File: src/rtl/matmul_pkg.sv
// Shared types and constants for the 3x3 matrix-multiply control sequencer.
// Holds the FSM state type, operand/result geometry and step-to-(row,col) helpers.
package matmul_pkg;

    localparam int DIM        = 3;
    localparam int N_OPERANDS = 18;
    localparam int N_RESULTS  = 9;
    localparam int LD_ADDR_W  = 5;
    localparam int RES_ADDR_W = 4;
    localparam int RD_SEL_W   = 9;

    typedef enum logic [1:0] {
        ST_IDLE    = 2'd0,
        ST_LOAD    = 2'd1,
        ST_COMPUTE = 2'd2,
        ST_DONE    = 2'd3
    } state_e;

    localparam logic [LD_ADDR_W-1:0]  LAST_OPERAND = LD_ADDR_W'(N_OPERANDS - 1);
    localparam logic [RES_ADDR_W-1:0] LAST_RESULT  = RES_ADDR_W'(N_RESULTS - 1);

    // Result index is row-major over a DIM x DIM grid.
    function automatic logic [1:0] step_row(input logic [RES_ADDR_W-1:0] step);
        logic [1:0] row;
        case (step)
            4'd0, 4'd1, 4'd2: row = 2'd0;
            4'd3, 4'd4, 4'd5: row = 2'd1;
            default:          row = 2'd2;
        endcase
        return row;
    endfunction

    function automatic logic [1:0] step_col(input logic [RES_ADDR_W-1:0] step);
        logic [1:0] col;
        case (step)
            4'd0, 4'd3, 4'd6: col = 2'd0;
            4'd1, 4'd4, 4'd7: col = 2'd1;
            default:          col = 2'd2;
        endcase
        return col;
    endfunction

endpackage

File: src/rtl/seq_onehot9_decoder.sv
// Readout decoder: 4-bit result index plus enable to a one-hot output enable,
// flagging indices beyond the last result register.
module seq_onehot9_decoder
    import matmul_pkg::*;
(
    input  logic [RES_ADDR_W-1:0] idx_i,
    input  logic                  en_i,
    output logic [RD_SEL_W-1:0]   onehot_o,
    output logic                  oor_o
);

    // Decode index when enabled; out-of-range indices raise the flag instead.
    always_comb begin
        onehot_o = 9'd0;
        oor_o    = 1'b0;
        if (en_i) begin
            if (idx_i <= LAST_RESULT) begin
                onehot_o = 9'd1 << idx_i;
            end else begin
                oor_o = 1'b1;
            end
        end else begin
            onehot_o = 9'd0;
            oor_o    = 1'b0;
        end
    end

endmodule

File: src/rtl/matmul_sequencer.sv
// Control sequencer for a 3x3 matrix multiply: loads 18 operand nibbles,
// steps 9 result writes, then serves one-hot readout in DONE.
module matmul_sequencer
    import matmul_pkg::*;
(
    input  logic                  ic,
    input  logic                  mr,
    input  logic                  en,
    input  logic                  start,
    input  logic                  abort,
    input  logic                  in_valid,
    output logic                  in_ready,
    output logic                  ld_we,
    output logic [LD_ADDR_W-1:0]  ld_addr,
    output logic [1:0]            row_sel,
    output logic [1:0]            col_sel,
    output logic                  res_we,
    output logic [RES_ADDR_W-1:0] res_addr,
    output logic                  busy,
    output logic                  done,
    input  logic                  rd_en,
    input  logic [RES_ADDR_W-1:0] rd_addr,
    output logic [RD_SEL_W-1:0]   rd_sel,
    output logic                  rd_err
);

    state_e                  state_q, state_d;
    logic [LD_ADDR_W-1:0]    cnt_q, cnt_d;
    logic [RES_ADDR_W-1:0]   step_q, step_d;

    // Next-state logic; en=0 holds everything and abort outranks start.
    always_comb begin
        state_d = state_q;
        cnt_d   = cnt_q;
        step_d  = step_q;
        if (en) begin
            if (abort) begin
                state_d = ST_IDLE;
                cnt_d   = 5'd0;
                step_d  = 4'd0;
            end else begin
                case (state_q)
                    ST_IDLE, ST_DONE: begin
                        if (start) begin
                            state_d = ST_LOAD;
                            cnt_d   = 5'd0;
                            step_d  = 4'd0;
                        end else begin
                            state_d = state_q;
                        end
                    end
                    ST_LOAD: begin
                        if (in_valid) begin
                            if (cnt_q == LAST_OPERAND) begin
                                state_d = ST_COMPUTE;
                                step_d  = 4'd0;
                            end else begin
                                cnt_d = cnt_q + 5'd1;
                            end
                        end else begin
                            cnt_d = cnt_q;
                        end
                    end
                    ST_COMPUTE: begin
                        if (step_q == LAST_RESULT) begin
                            state_d = ST_DONE;
                        end else begin
                            step_d = step_q + 4'd1;
                        end
                    end
                    default: begin
                        state_d = ST_IDLE;
                        cnt_d   = 5'd0;
                        step_d  = 4'd0;
                    end
                endcase
            end
        end else begin
            state_d = state_q;
        end
    end

    // State and counter registers with synchronous active-low master reset.
    always_ff @(posedge ic) begin
        if (!mr) begin
            state_q <= ST_IDLE;
            cnt_q   <= 5'd0;
            step_q  <= 4'd0;
        end else begin
            state_q <= state_d;
            cnt_q   <= cnt_d;
            step_q  <= step_d;
        end
    end

    // Strobes are combinational so the write lands in the accepting cycle.
    assign in_ready = en & (state_q == ST_LOAD);
    assign ld_we    = in_ready & in_valid & ~abort;
    assign res_we   = en & (state_q == ST_COMPUTE) & ~abort;
    assign ld_addr  = cnt_q;
    assign res_addr = step_q;
    assign row_sel  = step_row(step_q);
    assign col_sel  = step_col(step_q);
    assign busy     = (state_q == ST_LOAD) | (state_q == ST_COMPUTE);
    assign done     = (state_q == ST_DONE);

    seq_onehot9_decoder u_rd_dec (
        .idx_i    (rd_addr),
        .en_i     (rd_en & en & (state_q == ST_DONE)),
        .onehot_o (rd_sel),
        .oor_o    (rd_err)
    );

endmodule

File: config.mk
export PLATFORM = sky130hd
export DESIGN_NAME = matmul_sequencer
export DESIGN_NICKNAME = d
export VERILOG_FILES = /design/src/rtl/matmul_pkg.sv /design/src/rtl/seq_onehot9_decoder.sv /design/src/rtl/matmul_sequencer.sv
export SDC_FILE = /design/constraint.sdc
export NUM_CORES = 1
export LEC_CHECK = 0
export CAP_MARGIN = 20
export CORE_MARGIN = 3
export CORE_UTILIZATION = 45
export CTS_BUF_LIST = sky130_fd_sc_hd__clkbuf_4 sky130_fd_sc_hd__clkbuf_8 sky130_fd_sc_hd__clkbuf_16
export CTS_CLUSTER_SIZE = 40
export DETAILED_ROUTE_END_ITERATION = 6
export GPL_ROUTABILITY_DRIVEN = 0
export MAX_ROUTING_LAYER = met4
export PLACE_DENSITY = 0.84
export SYNTH_ARGS = -nofsm -noshare
export SYNTH_HDL_FRONTEND = slang
export SYNTH_HIERARCHICAL = 1
export SYNTH_SLANG_ARGS = --single-unit
File: constraint.sdc
create_clock -name ic -period 4.2 [get_ports ic]
set_clock_uncertainty 0.05 [all_clocks]
set_input_delay 0.42 -clock ic [delete_from_list [all_inputs] [get_ports ic]]
set_output_delay 0.42 -clock ic [all_outputs]
set_load 0.01 [all_outputs]
* Word-level counts from Yosys, hierarchy flattened *
Cells that the tools add are included.

word-level totals
  bits in read-only memories = 0
  memories = 0
  bits in latches = 0
  register bits after elaboration = 11
  memory bits (writable) = 0
  logic and storage cells = 68
  output and inout port bits = 28
  input port bits = 11

cells by class
  add/subtract/negate cells = 2
  shifts and indexed selects = 1
  bitwise gates (word level) = 9
  equal/unequal tests = 18
  magnitude comparators = 1
  multiply operators = 0
  multiplexer cells = 23
  divide/modulo/power cells = 0
  reduce and logical (&&, ||, !) cells = 11

operators by type and width
  operator               number
  $mux W4                5
  $mux W5                4
  $mux W9                2
  $ne A3 B3 Y1 const B   6
  $eq A4 B3 Y1 const B   4
  $reduce_and A5 Y1      3
  $pmux W4 S3            1
  $reduce_or A3 Y1       4
  $mux W2                5
  $pmux W5 S2            1
  $shl A1 B4 Y9 const A  1
  $eq A4 B2 Y1 const B   2
  $pmux W2 S2            2
  $and A1 B1 Y1          7
  $pmux W2 S3            1
  $add A5 B1 Y5 const B  1
  $eq A5 B5 Y1 const B   1
  $add A4 B1 Y4 const B  1
  $eq A2 B2 Y1 const B   2
  $eq A4 B1 Y1 const B   1
  $eq A4 B4 Y1 const B   1
  $le A4 B4 Y1 const B   1
  $logic_not A4 Y1       1
  $reduce_bool A3 Y1     1
  other kinds (6)        7

* Depth between registers and ports, before layout *
  word-level depth = 5
  gate-level depth with buffers = 7
  mapped depth without buffers = 7

* By module *
Netlist, hierarchy kept.

by module, submodules not included
  module               instances  seq. area each (µm²)  area an instance (µm²)  cells each
  matmul_sequencer     1          220.2                 818.3                   103
  seq_onehot9_decoder  1          0.0                   95.1                    17

* Worst setup path before layout *
Ideal clock, no wire load.

  path type = flip-flop to flip-flop
  from = register state_q[0]
  to = register state_q[0]
  cell stages (with the launch flop) = 8
  setup time = 72 ps
  buffers on the path = 0
  arrival = 1796 ps
  slack = 2282 ps
  required time = 4078 ps
  clock period less this slack = 1918 ps
  cell sequence = dfxtp_1 -> inv_1 -> ha_1 -> nor2b_1 -> and3b_1 -> o31ai_2 -> a21o_1 -> mux2i_1

between the ends
  longest elaborated chain between the ends = 4
  elaborated cells between the ends (all ways) = 12
  classes of those cells = eq/ne: 7; mux: 2; reduce/logical: 3

RTL lines
  what                                                           line                    text
  start: declaration                                             matmul_sequencer.sv:27  state_e state_q, state_d;
  start signal: assignment                                       matmul_sequencer.sv:90  state_q <= state_d;
  $eq A2 B2 Y1 / $logic_not A2 Y1 (equally long branches)        matmul_sequencer.sv:42  case (state_q)
  $reduce_or A2 Y1                                               matmul_sequencer.sv:42
  $ne A3 B3 Y1 (no line) / $pmux W2 S3 (equally long branches)   -
  $reduce_and A5 Y1 (no line) / $mux W2 (equally long branches)  -

Parallel ways exist; a longest one is shown, timed or not.
A chain may end at the register's enable or synchronous reset.

* Final worst setup path *
  from = input port en
  to = output port rd_sel[0]

between the ends
  longest elaborated chain between the ends = 3

RTL lines
  what                         line                       text
  start: declaration           matmul_sequencer.sv:8      input logic en,
  $and A1 B1 Y1 (2 in series)  matmul_sequencer.sv:109    .en_i (rd_en & en & (state_q == ST_DONE)),
  $mux W9                      seq_onehot9_decoder.sv:16  if (en_i) begin
  end: declaration             matmul_sequencer.sv:23     output logic [RD_SEL_W-1:0] rd_sel,

Every way passes these cells.

==> impl_metrics.yaml <==
worst_setup_path:
  worst_ep_required_time_ns: 3.73
  worstSetupPathType: "primary input to primary output"
  path_max_fanout: 6
  end_kind: "primary output"
  ff2ff_path_depth: 7
  cp-start-kind: "primary input"
  arrival_ns: 2.31
  worst-r2r-setup-slack_ns: 2.00
synth:
  synth_top_area_share: 0.241
  synth.area.top_cells: "dfxtp_1 (24%), ha_1 (12%), nor2_1 (7.8%), o21ai_0 (5.5%), nand2_1 (3.7%)"
  syn-num-nets: 140
  synth_top_area_cell: "dfxtp_1"
  synth_cell_types: 38
  synth-seq-area-share: 0.241
  synthCells: 120
  ys_warn_count: 6
  ys_seq_elements: 11
  synth_area_um2: 913
  synth.avg_cell_area_um2: 7.61
power:
  p_leak_nw: 0.527
  ir_drop_mv: 0.166
  pwr_density_cell_nw_per_um2: 168
global_routing:
  gr-usage-all-layers: 0.198
  antenna_found_initial: 0
  use_met3: 0.0175
  grt_util_met2: 0.367
  gr-usage-met1: 0.198
  grt-busiest-layer: "met2"
  gr-total-overflow: 0
  grt_start_max_net_pins: 12
  grt_pass1_vias: 966
  grt_pass1_wl_um: 3880
routing:
  wl_um: 2360
  drtPass1Iterations: 4
  antenna_left: 0
  drt-initial-drc-count: 16
  wire_per_inst_um: 12.7
  viasPerCell: 5.36
  drc: 0
  vias: 992
timing:
  final-hold-violation-count: 0
  max_freq_mhz: 360
  period_minus_slack_ns: 2.78
  fin_crit_sh: 0.661
  slew_headroom: 0.602
  grt_setup_unrepaired: "false"
  finalSetupTns_ns: 0
  worst_pin_slew_ns: 0.592
  setup_viol: 0
  drv_slew: 0
clock_network:
  cts_tree: "yes"
  hold_buffers: 0
  clk_path_buf_depth: 2
  root_buffer: "clkbuf_4"
  htree_levels: 1
  clkSinkCount: 11
  cts-buffers-inserted: 3
  postCtsSetupBuffers: 0
  clk_pin_slew_ns: 0.08
  cts.repair.resized: 0
  clk_latency_ns: 0.28
placement:
  dp_hpwl_um: 1930
  io_buffers: 38
  dp.cells: 181
floorplan:
  core_um2: 1820
  io_pins: 39
  die-area_um2: 2610
  initial_core_util: 0.502
  num_rows: 15
  fp.dieW_um: 51.1
  die_h_um: 51.1
final_layout:
  stdcell_count: 185
  drive_gt1_frac: 0.0875
  diodes: 0
  regArea_um2: 220
  fillers: 149
  multiInputGateArea_um2: 656
  final_common_cell: "clkdlybuf4s50_1"
  areaGrowthSynthToFinish_pct: 47.3
  layout.nets: 181
  layout_common_cells: "clkdlybuf4s50_1 (38), nor2_1 (19), dfxtp_1 (11), o21ai_0 (10)"
status:
  status: "complete, no violations"
flow_run:
  cap_viol_max_count: 0
worst_hold_path:
  hp-class: "flip-flop to flip-flop"
  hold_path_depth: 1
metrics by stage:
stage | area (um2) | hold slack [ns] | setup slack, ns | power (mW) | util
after global routing | 1350 | 0.494 | 1.33 | 0.237 | 0.739
after CTS | 1350 | 0.456 | 1.42 | 0.229 | 0.739
after detailed placement | 1320 | 0.446 | 1.42 | 0.152 | 0.724
after floorplan | 913 | 0.421 | 2.28 | 0.132 | -
final | 1350 | 0.457 | 1.42 | 0.227 | 0.739
after global placement | 1320 | 0.431 | 1.47 | 0.151 | 0.724
cell families (layout without fill, tap and decap cells):
group,after synthesis,after routing,synth area share
DFF,11,11,0.241
adders and majority gates,9,9,0.123
muxes,4,4,0.0452
AOI/OAI and AO/OA,24,24,0.170
and+or+nand+nor,62,62,0.379
buffers and inverters,10,50,0.0411
report_power, final:
part	total, mW	leakage [nW]	switching [mW]	internal (mW)
clock	0.0767	0.0177	0.0413	0.0353
combinational	0.0433	0.421	0.0210	0.0223
sequential	0.107	0.0888	0.00137	0.105
total	0.227	0.527	0.0637	0.163
critical path, stage by stage:
cell             delay, ns
clkdlybuf4s50_1       0.56
and3_1                0.24
or3b_4                0.42
nor3_2                0.11
clkdlybuf4s50_1       0.55
layer usage:
metal  vias to the layer above  routed length, um
met1                       450                962
met3                         8                105
met2                        32               1220
met5                         -                  0
li1                        502                  -
met4                         0                 68
registers in the layout, indices dropped and copies added, names as in the netlist:
register and flops:
ld_addr 5, state_q 2, res_addr 4
worst paths after layout:
check,start,to
worst max-delay path,en,rd_sel[0]
worst max register to register,state_q[0],state_q[0]
worst min-delay path,ld_addr[4],ld_addr[4]
worst min register to register,ld_addr[4],ld_addr[4]
layout make-up:
class / instances / area share
tap: 25 / 0.0233
inverter: 8 / 0.0223
timing repair buffer: 38 / 0.283
clock buffer: 3 / 0.0167
multi-input combinational: 99 / 0.487
sequential: 11 / 0.164
clock inverter: 1 / 0.00372
Yosys cell counts (all sizes together):
library cell and number:
nor2 20, dfxtp 11, o21ai 10, ha 9
nand2 9, inv 8, and2 5, nand2b 5
nor3 4, mux2i 3, nand3b 3, nand4 3
a21o 2, a21oi 2, a31oi 2, and3 2
and3b 2, clkbuf 2, nor2b 2, o22ai 2
or4 2, a211oi 1, a21boi 1, a31o 1
and4bb 1, mux2 1, nand3 1, nor4 1
o211ai 1, o31ai 1, o41a 1, or2 1
or3b 1
Power figures use the tool's default switching activity.
